## config.mk

```make
export PLATFORM = sky130hd
export DESIGN_NAME = uart_rx_flat
export DESIGN_NICKNAME = d
export VERILOG_FILES = /design/src/rtl/uart_rx_if.sv /design/src/rtl/uart_rx.sv /design/src/flat_wrapper.sv
export SDC_FILE = /design/constraint.sdc
export NUM_CORES = 1
export LEC_CHECK = 0
export ABC_AREA = 0
export CAP_MARGIN = 20
export CORE_ASPECT_RATIO = 0.75
export CORE_MARGIN = 3
export CORE_UTILIZATION = 40
export DETAILED_ROUTE_END_ITERATION = 7
export PLACE_DENSITY = 0.7
export SLEW_MARGIN = 0
export SYNTH_ARGS = -nofsm -noshare
export SYNTH_HDL_FRONTEND = slang
export SYNTH_SLANG_ARGS = --single-unit
```

## constraint.sdc

```tcl
create_clock -name clk -period 4.45 [get_ports clk]
set_clock_uncertainty 0.15 [all_clocks]
set_input_delay 0.89 -clock clk [delete_from_list [all_inputs] [get_ports clk]]
set_output_delay 0.89 -clock clk [all_outputs]
set_load 0.05 [all_outputs]
```

## src/rtl/uart_rx_if.sv

```systemverilog
// Consumer-side handshake of the UART receiver: the received word, its valid/ready pair and the error pulses.
// The receiver drives the master modport and the consumer drives the slave modport.
interface uart_rx_if #(
  parameter int WORD_LENGTH = 8
);
  logic [WORD_LENGTH-1:0] rx_data;
  logic                   rx_data_valid;
  logic                   rx_data_ready;
  logic                   frame_error;
  logic                   overrun;

  modport master (
    output rx_data,
    output rx_data_valid,
    output frame_error,
    output overrun,
    input  rx_data_ready
  );

  modport slave (
    input  rx_data,
    input  rx_data_valid,
    input  frame_error,
    input  overrun,
    output rx_data_ready
  );
endinterface

```

## src/rtl/uart_rx.sv

```systemverilog
// Oversampling UART receiver: 8N1-style framing with a configurable word length and a one-word output register.
// A frame is still sampled while the consumer stalls; in that case the new word is dropped and flagged.
module uart_rx #(
  parameter int CLKRATE     = 100000000,
  parameter int BAUD        = 115200,
  parameter int WORD_LENGTH = 8
) (
  input  logic      clk,
  input  logic      rst,
  input  logic      UART_RX,
  uart_rx_if.master rx_if
);

  localparam int CLKS_PER_BIT = CLKRATE / BAUD;
  localparam int HALF_BIT     = CLKS_PER_BIT / 2;
  localparam int CNT_W        = (CLKS_PER_BIT > 1) ? $clog2(CLKS_PER_BIT) : 1;
  localparam int IDX_W        = (WORD_LENGTH > 1) ? $clog2(WORD_LENGTH) : 1;

  localparam logic [CNT_W-1:0] BIT_LAST  = CNT_W'(CLKS_PER_BIT - 1);
  localparam logic [CNT_W-1:0] HALF_LAST = CNT_W'(HALF_BIT - 1);
  localparam logic [IDX_W-1:0] IDX_LAST  = IDX_W'(WORD_LENGTH - 1);

  typedef enum logic [2:0] {
    S_IDLE      = 3'd0,
    S_START     = 3'd1,
    S_DATA      = 3'd2,
    S_STOP      = 3'd3,
    S_WAIT_IDLE = 3'd4
  } state_t;

  state_t                 r_state;
  state_t                 w_next_state;
  logic                   r_sync1;
  logic                   r_sync2;
  logic [CNT_W-1:0]       r_cnt;
  logic [IDX_W-1:0]       r_idx;
  logic [WORD_LENGTH-1:0] r_shift;
  logic [WORD_LENGTH-1:0] r_data;
  logic                   r_valid;
  logic                   r_frame_error;
  logic                   r_overrun;

  logic w_rxs;
  logic w_cnt_clr;
  logic w_cnt_run;
  logic w_idx_clr;
  logic w_sample_bit;
  logic w_stop_ok;
  logic w_stop_bad;
  logic w_load;
  logic w_drop;

  assign w_rxs = r_sync2;

  // Two-flop synchronizer; both flops reset to the idle-high line level
  always_ff @(posedge clk) begin
    if (rst) begin
      r_sync1 <= 1'b1;
      r_sync2 <= 1'b1;
    end else begin
      r_sync1 <= UART_RX;
      r_sync2 <= r_sync1;
    end
  end

  // Frame state register
  always_ff @(posedge clk) begin
    if (rst) begin
      r_state <= S_IDLE;
    end else begin
      r_state <= w_next_state;
    end
  end

  // Next-state and per-cycle control decode
  always_comb begin
    w_next_state = r_state;
    w_cnt_clr    = 1'b0;
    w_cnt_run    = 1'b0;
    w_idx_clr    = 1'b0;
    w_sample_bit = 1'b0;
    w_stop_ok    = 1'b0;
    w_stop_bad   = 1'b0;
    case (r_state)
      S_IDLE: begin
        if (!w_rxs) begin
          w_cnt_clr    = 1'b1;
          w_next_state = S_START;
        end else begin
          w_next_state = S_IDLE;
        end
      end
      S_START: begin
        w_cnt_run = 1'b1;
        if (r_cnt == HALF_LAST) begin
          w_cnt_clr = 1'b1;
          // A line that is high again at mid start bit was only a glitch
          if (!w_rxs) begin
            w_idx_clr    = 1'b1;
            w_next_state = S_DATA;
          end else begin
            w_next_state = S_IDLE;
          end
        end else begin
          w_next_state = S_START;
        end
      end
      S_DATA: begin
        w_cnt_run = 1'b1;
        if (r_cnt == BIT_LAST) begin
          w_cnt_clr    = 1'b1;
          w_sample_bit = 1'b1;
          if (r_idx == IDX_LAST) begin
            w_next_state = S_STOP;
          end else begin
            w_next_state = S_DATA;
          end
        end else begin
          w_next_state = S_DATA;
        end
      end
      S_STOP: begin
        w_cnt_run = 1'b1;
        if (r_cnt == BIT_LAST) begin
          w_cnt_clr = 1'b1;
          if (w_rxs) begin
            w_stop_ok    = 1'b1;
            w_next_state = S_IDLE;
          end else begin
            w_stop_bad   = 1'b1;
            w_next_state = S_WAIT_IDLE;
          end
        end else begin
          w_next_state = S_STOP;
        end
      end
      S_WAIT_IDLE: begin
        // A held-low line (break) parks here so only one frame error is raised
        if (w_rxs) begin
          w_next_state = S_IDLE;
        end else begin
          w_next_state = S_WAIT_IDLE;
        end
      end
      default: begin
        w_next_state = S_IDLE;
      end
    endcase
  end

  // Output register is free when empty or being consumed on this same edge
  always_comb begin
    w_load = 1'b0;
    w_drop = 1'b0;
    if (w_stop_ok) begin
      if (!r_valid || rx_if.rx_data_ready) begin
        w_load = 1'b1;
      end else begin
        w_drop = 1'b1;
      end
    end else begin
      w_load = 1'b0;
      w_drop = 1'b0;
    end
  end

  // Bit-period counter, data bit index and LSB-first shift register
  always_ff @(posedge clk) begin
    if (rst) begin
      r_cnt   <= '0;
      r_idx   <= '0;
      r_shift <= '0;
    end else begin
      if (w_cnt_clr) begin
        r_cnt <= '0;
      end else if (w_cnt_run) begin
        r_cnt <= r_cnt + CNT_W'(1);
      end else begin
        r_cnt <= r_cnt;
      end
      if (w_idx_clr) begin
        r_idx <= '0;
      end else if (w_sample_bit) begin
        r_idx <= r_idx + IDX_W'(1);
      end else begin
        r_idx <= r_idx;
      end
      if (w_sample_bit) begin
        r_shift <= {w_rxs, r_shift[WORD_LENGTH-1:1]};
      end else begin
        r_shift <= r_shift;
      end
    end
  end

  // Registered word, valid flag and single-cycle error pulses
  always_ff @(posedge clk) begin
    if (rst) begin
      r_data        <= '0;
      r_valid       <= 1'b0;
      r_frame_error <= 1'b0;
      r_overrun     <= 1'b0;
    end else begin
      r_frame_error <= w_stop_bad;
      r_overrun     <= w_drop;
      if (w_load) begin
        r_data  <= r_shift;
        r_valid <= 1'b1;
      end else if (r_valid && rx_if.rx_data_ready) begin
        r_data  <= r_data;
        r_valid <= 1'b0;
      end else begin
        r_data  <= r_data;
        r_valid <= r_valid;
      end
    end
  end

  assign rx_if.rx_data       = r_data;
  assign rx_if.rx_data_valid = r_valid;
  assign rx_if.frame_error   = r_frame_error;
  assign rx_if.overrun       = r_overrun;

endmodule

```

## src/flat_wrapper.sv

```systemverilog
// flat-port wrapper written by rule: the top's interface ports become plain ports
module uart_rx_flat 
#(
  parameter int CLKRATE     = 100000000,
  parameter int BAUD        = 115200,
  parameter int WORD_LENGTH = 8
)
  (clk, rst, UART_RX, rx_if_rx_data, rx_if_rx_data_valid, rx_if_frame_error, rx_if_overrun, rx_if_rx_data_ready);
  uart_rx_if #(.WORD_LENGTH(WORD_LENGTH)) rx_if_i ();
  input  logic clk;
  input  logic rst;
  input  logic UART_RX;
  output wire logic [$bits(rx_if_i.rx_data)-1:0] rx_if_rx_data;
  output wire logic [$bits(rx_if_i.rx_data_valid)-1:0] rx_if_rx_data_valid;
  output wire logic [$bits(rx_if_i.frame_error)-1:0] rx_if_frame_error;
  output wire logic [$bits(rx_if_i.overrun)-1:0] rx_if_overrun;
  input wire logic [$bits(rx_if_i.rx_data_ready)-1:0] rx_if_rx_data_ready;
  assign rx_if_rx_data = rx_if_i.rx_data;
  assign rx_if_rx_data_valid = rx_if_i.rx_data_valid;
  assign rx_if_frame_error = rx_if_i.frame_error;
  assign rx_if_overrun = rx_if_i.overrun;
  assign rx_if_i.rx_data_ready = rx_if_rx_data_ready;
  uart_rx #(.CLKRATE(CLKRATE), .BAUD(BAUD), .WORD_LENGTH(WORD_LENGTH)) u_core (.clk(clk), .rst(rst), .UART_RX(UART_RX), .rx_if(rx_if_i));
endmodule
```

# Yosys cells after proc, flatten, opt, wreduce, memory -nomap -nowiden
# Cells that the tools add are included.
# word_totals
reg_bits,37
inputBits,4
wordCells,57
# op_classes
addsub,2
eq_ne,7
n_mux,24
bitwise_logic,3
reduce_logical,11
# op_table
op,n
two-way mux 1 bit,18
one-hot mux 3 bit (5 select lines),1
"adder 10 x 1 -> 10 bit, second input constant",1
"equality test 10 bit, second input constant",1
"equality test 10 x 9 -> 1 bit, second input constant",1
OR reduction 2 bit,4
"equality test 3 x 2 -> 1 bit, second input constant",2
"equality test 3 bit, second input constant",2
two-way mux 3 bit,2
OR reduction 3 bit,2
two-way mux 2 bit,2
"adder 3 x 1 -> 3 bit, second input constant",1
"equality test 3 x 1 -> 1 bit, second input constant",1
logical NOT 3 bit,1
inverter 1 bit,3
one-hot mux 1 bit (3 select lines),1
nonzero test 2 bit,1
logical AND 1 bit,1
logical NOT 1 bit,1
logical OR 1 bit,1

# Depth between registers and ports, before layout
# logic_depth
depth_word,5
ltp_mapped,6
depth_no_buf,6

# Worst setup path after synthesis
# Ideal clock, no wire load.
# synth_timing
kind,input port to flip-flop
startpoint,input port rst
endpoint,register u_core.r_state[0]
arrival_time_ns,1.607
setup_slack_ns,2.568
stages,5
path_buffers,1
cell_sequence,clkbuf_1 -> nor2_1 -> and3_1 -> a32oi_1 -> o21ai_0
# synth_rtl
item,line,rtl
from (decl),flat_wrapper.sv:11,input logic rst;
to (signal assigned),uart_rx.sv:71,r_state <= w_next_state;
to (decl),uart_rx.sv:31,state_t r_state;

# Worst setup path after layout
# layout_timing
startpoint,input port rst
endpoint,register u_core.r_cnt[1]
# layout_via
elab_chain_len,1
# layout_rtl
item,line,rtl
OR reduction 2 bit (no line),n/a,
to (signal assigned),uart_rx.sv:177,r_cnt <= r_cnt + CNT_W'(1);
to (signal assigned),uart_rx.sv:179,r_cnt <= r_cnt;
to (decl),uart_rx.sv:35,logic [CNT_W-1:0] r_cnt;
# No other way between the ends.
# A chain may end at the register's enable or synchronous reset.

==> run summary <==
status -> finished clean
Critical Path Start -> rst
hpwl dp -> 2.193 mm
yosys warns -> 0
total congestion overflow -> 0
via/cell ratio -> 5.307
fmax -> 379.5 MHz
Sink Count -> 37
sequential area share after synthesis -> 0.4385
overall die height -> 62.28 µm
share of layout cells above drive strength 1 -> 0.1111
CTS tree -> done
total nets after synthesis -> 185
multi-input logic area -> 877.1 µm²
Max Cap Viol -> 0
final setup fails -> 0
initial core utilization -> 0.4386
most frequent cells in the layout -> 37 x dfxtp_1, 22 x nor2_1, 14 x clkdlybuf4s50_1, 11 x a21oi_1, 11 x nand3_1
final worst path period need -> 2635 ps
fraction of registers with async set or reset after synthesis -> 0
Cells after Synth -> 177
Via Count -> 1279
Yosys reg bits -> 37
Mapped Area -> 0.001689 mm²
EDFF count, synth -> 0
PnR worst setup slack -> 1815 ps
Clk Latency, worst-skew pair -> 280 ps
RSZ-0062 raised after global routing -> false
# diodes -> 0
Max rail drop VDD -> 0.2004 mV
nets@finish -> 196
Port Buffers -> 14
crit path DAT -> 2680 ps
most used routing layer -> met2
Worst Path Required -> 4500 ps
Routed Antenna Nets -> 0
Worst setup SP type -> input port
Cell variety after synth -> 42
post-cts resize count -> 0
largest net degree at the start of global routing -> 29
commonest non-fill, non-tap cell in the layout -> dfxtp_1
Worst Reg-to-Reg Cells -> 4
Die W -> 81.04 µm
gpl congestion -> 0.8446
Rows -> 19
Critical R2R Launch -> u_core.r_state[1]
number of remaining DRC errors -> 0
number of stages on the worst hold path -> 1
hold_buf cts -> 0
I/O pins -> 15
routed len/inst -> 12.79 µm
Tcrit/Tclk final -> 0.5921
number of H-tree levels -> 2
dominant synthesized flop cell -> dfxtp_1
Area Overhead vs Synth -> 13.93%
clock root cell -> clkbuf_8
Fill cells -> 361
setup TNS -> 0 ps
1st-iter DRT viols -> 143
Post-CTS Setup Bufs -> 0
Lkg Pwr -> 0.7193 nW
final WL -> 3.083 mm
die area -> 0.005046 mm²
clock buffer count from CTS -> 5
vias in the first global route -> 1196
max_slew headroom -> 0.3734
Crit. End Element -> register
worst hold start -> u_core.r_sync1
met2 Use GR -> 0.1957
PD cells -> 299.3 mW/mm²
final hold violations -> 0
initial antenna violation count -> 0
met1 Use GR -> 0.1895
type of the worst setup path -> input port to register
Tightest Pin Transition -> 936.9 ps
Post-Syn Area per Cell -> 9.543 µm²
Final Slew Violations -> 0
GRT Util Overall -> 0.1371
worst hold path type -> register to register
crit path max fanout -> 28
area of the core -> 0.003851 mm²
Place WS -> 1534 ps
met3 Use GR -> 0.04480
first-pass GRT wire length -> 5.492 mm
Storage cell area -> 740.7 µm²
Initial DRT Pass Iterations -> 4
Clock Pin Slew Worst Setup and Hold Paths -> 70 ps
Clock Tree Buf Depth -> 2
sequential cells by signal (all words and copies together) (netlist names):
register                    flops
u_core.rx_if.frame_error        1
u_core.rx_if.rx_data_valid      1
u_core.r_state                  3
u_core.rx_if.overrun            1
u_core.r_sync2                  1
u_core.rx_if.rx_data            8
u_core.r_shift                  8
u_core.r_sync1                  1
u_core.r_cnt                   10
u_core.r_idx                    3
synth_stat cells, types with 3 or more instances:
| master | n | share of area |
|---|---|---|
| a21oi_1 | 11 | 0.033 |
| and3_1 | 3 | 0.011 |
| buf_2 | 3 | 0.0089 |
| clkbuf_1 | 4 | 0.0089 |
| dfxtp_1 | 37 | 0.44 |
| ha_1 | 4 | 0.030 |
| inv_1 | 4 | 0.0089 |
| mux2i_1 | 10 | 0.059 |
| nand2_1 | 4 | 0.0089 |
| nand3_1 | 11 | 0.033 |
| nand4_1 | 5 | 0.019 |
| nor2_1 | 22 | 0.049 |
| nor3_1 | 8 | 0.024 |
| o21ai_0 | 10 | 0.030 |
| xnor2_1 | 7 | 0.036 |
| xor2_1 | 3 | 0.016 |
area by class of cell:
type | count | area share
Clock inverter | 3 | 0.009103
Multi-Input combinational cell | 126 | 0.4558
Inverter | 4 | 0.007802
Sequential cell | 37 | 0.3849
Timing Repair Buffer | 14 | 0.07282
Clock buffer | 5 | 0.03576
Tap cell | 52 | 0.03381
critical path: stages:
cell             delay, ps
clkdlybuf4s50_1        890
a21oi_1                490
o311ai_4               220
a211oi_1               190
cells by family (layout without fill, tap and decap cells):
logic type	count (synthesis)	count (layout)	share of synthesized area
AOI/OAI and AO/OA	29	29	0.1200
xor gates and xnor gates	10	10	0.05186
adders and majority gates	4	4	0.02963
buffers and inverters	14	26	0.04221
DFF	37	37	0.4385
muxes	10	10	0.05926
and+or+nand+nor	73	73	0.2585
layer usage:
metal,part of all wire,vias up
li1,-,651
met1,0.50,586
met2,0.44,36
met3,0.049,6
met4,0.012,0
met5,0,-
power by group:
group          leakage (nW)  total (mW)  switching [mW]  internal [mW]
clock network        0.0439       0.220           0.112          0.108
logic                 0.377      0.0182          0.0103        0.00787
registers             0.299       0.337         0.00417          0.333
total                 0.719       0.576           0.127          0.449
final timing paths:
path	slack, ps	to
setup / recovery	1810	u_core.r_cnt[1]
hold / removal	270	u_core.r_sync2
setup reg to reg	2300	u_core.r_idx[0]
hold reg to reg	270	u_core.r_sync2
through the flow:
step	hold WS [ps]	std cells	power, mW	area (µm²)	utilization
after floorplan	239.5	177	0.3576	1689	-
after global placement	246.9	233	0.3622	1838	0.4773
after detailed placement	252.1	233	0.3631	1838	0.4773
after CTS	278.0	241	0.5865	1924	0.4997
after global routing	289.2	241	0.6053	1924	0.4997
final	268.4	241	0.5759	1924	0.4997
Note: power is estimated with default switching activity, not from simulation.
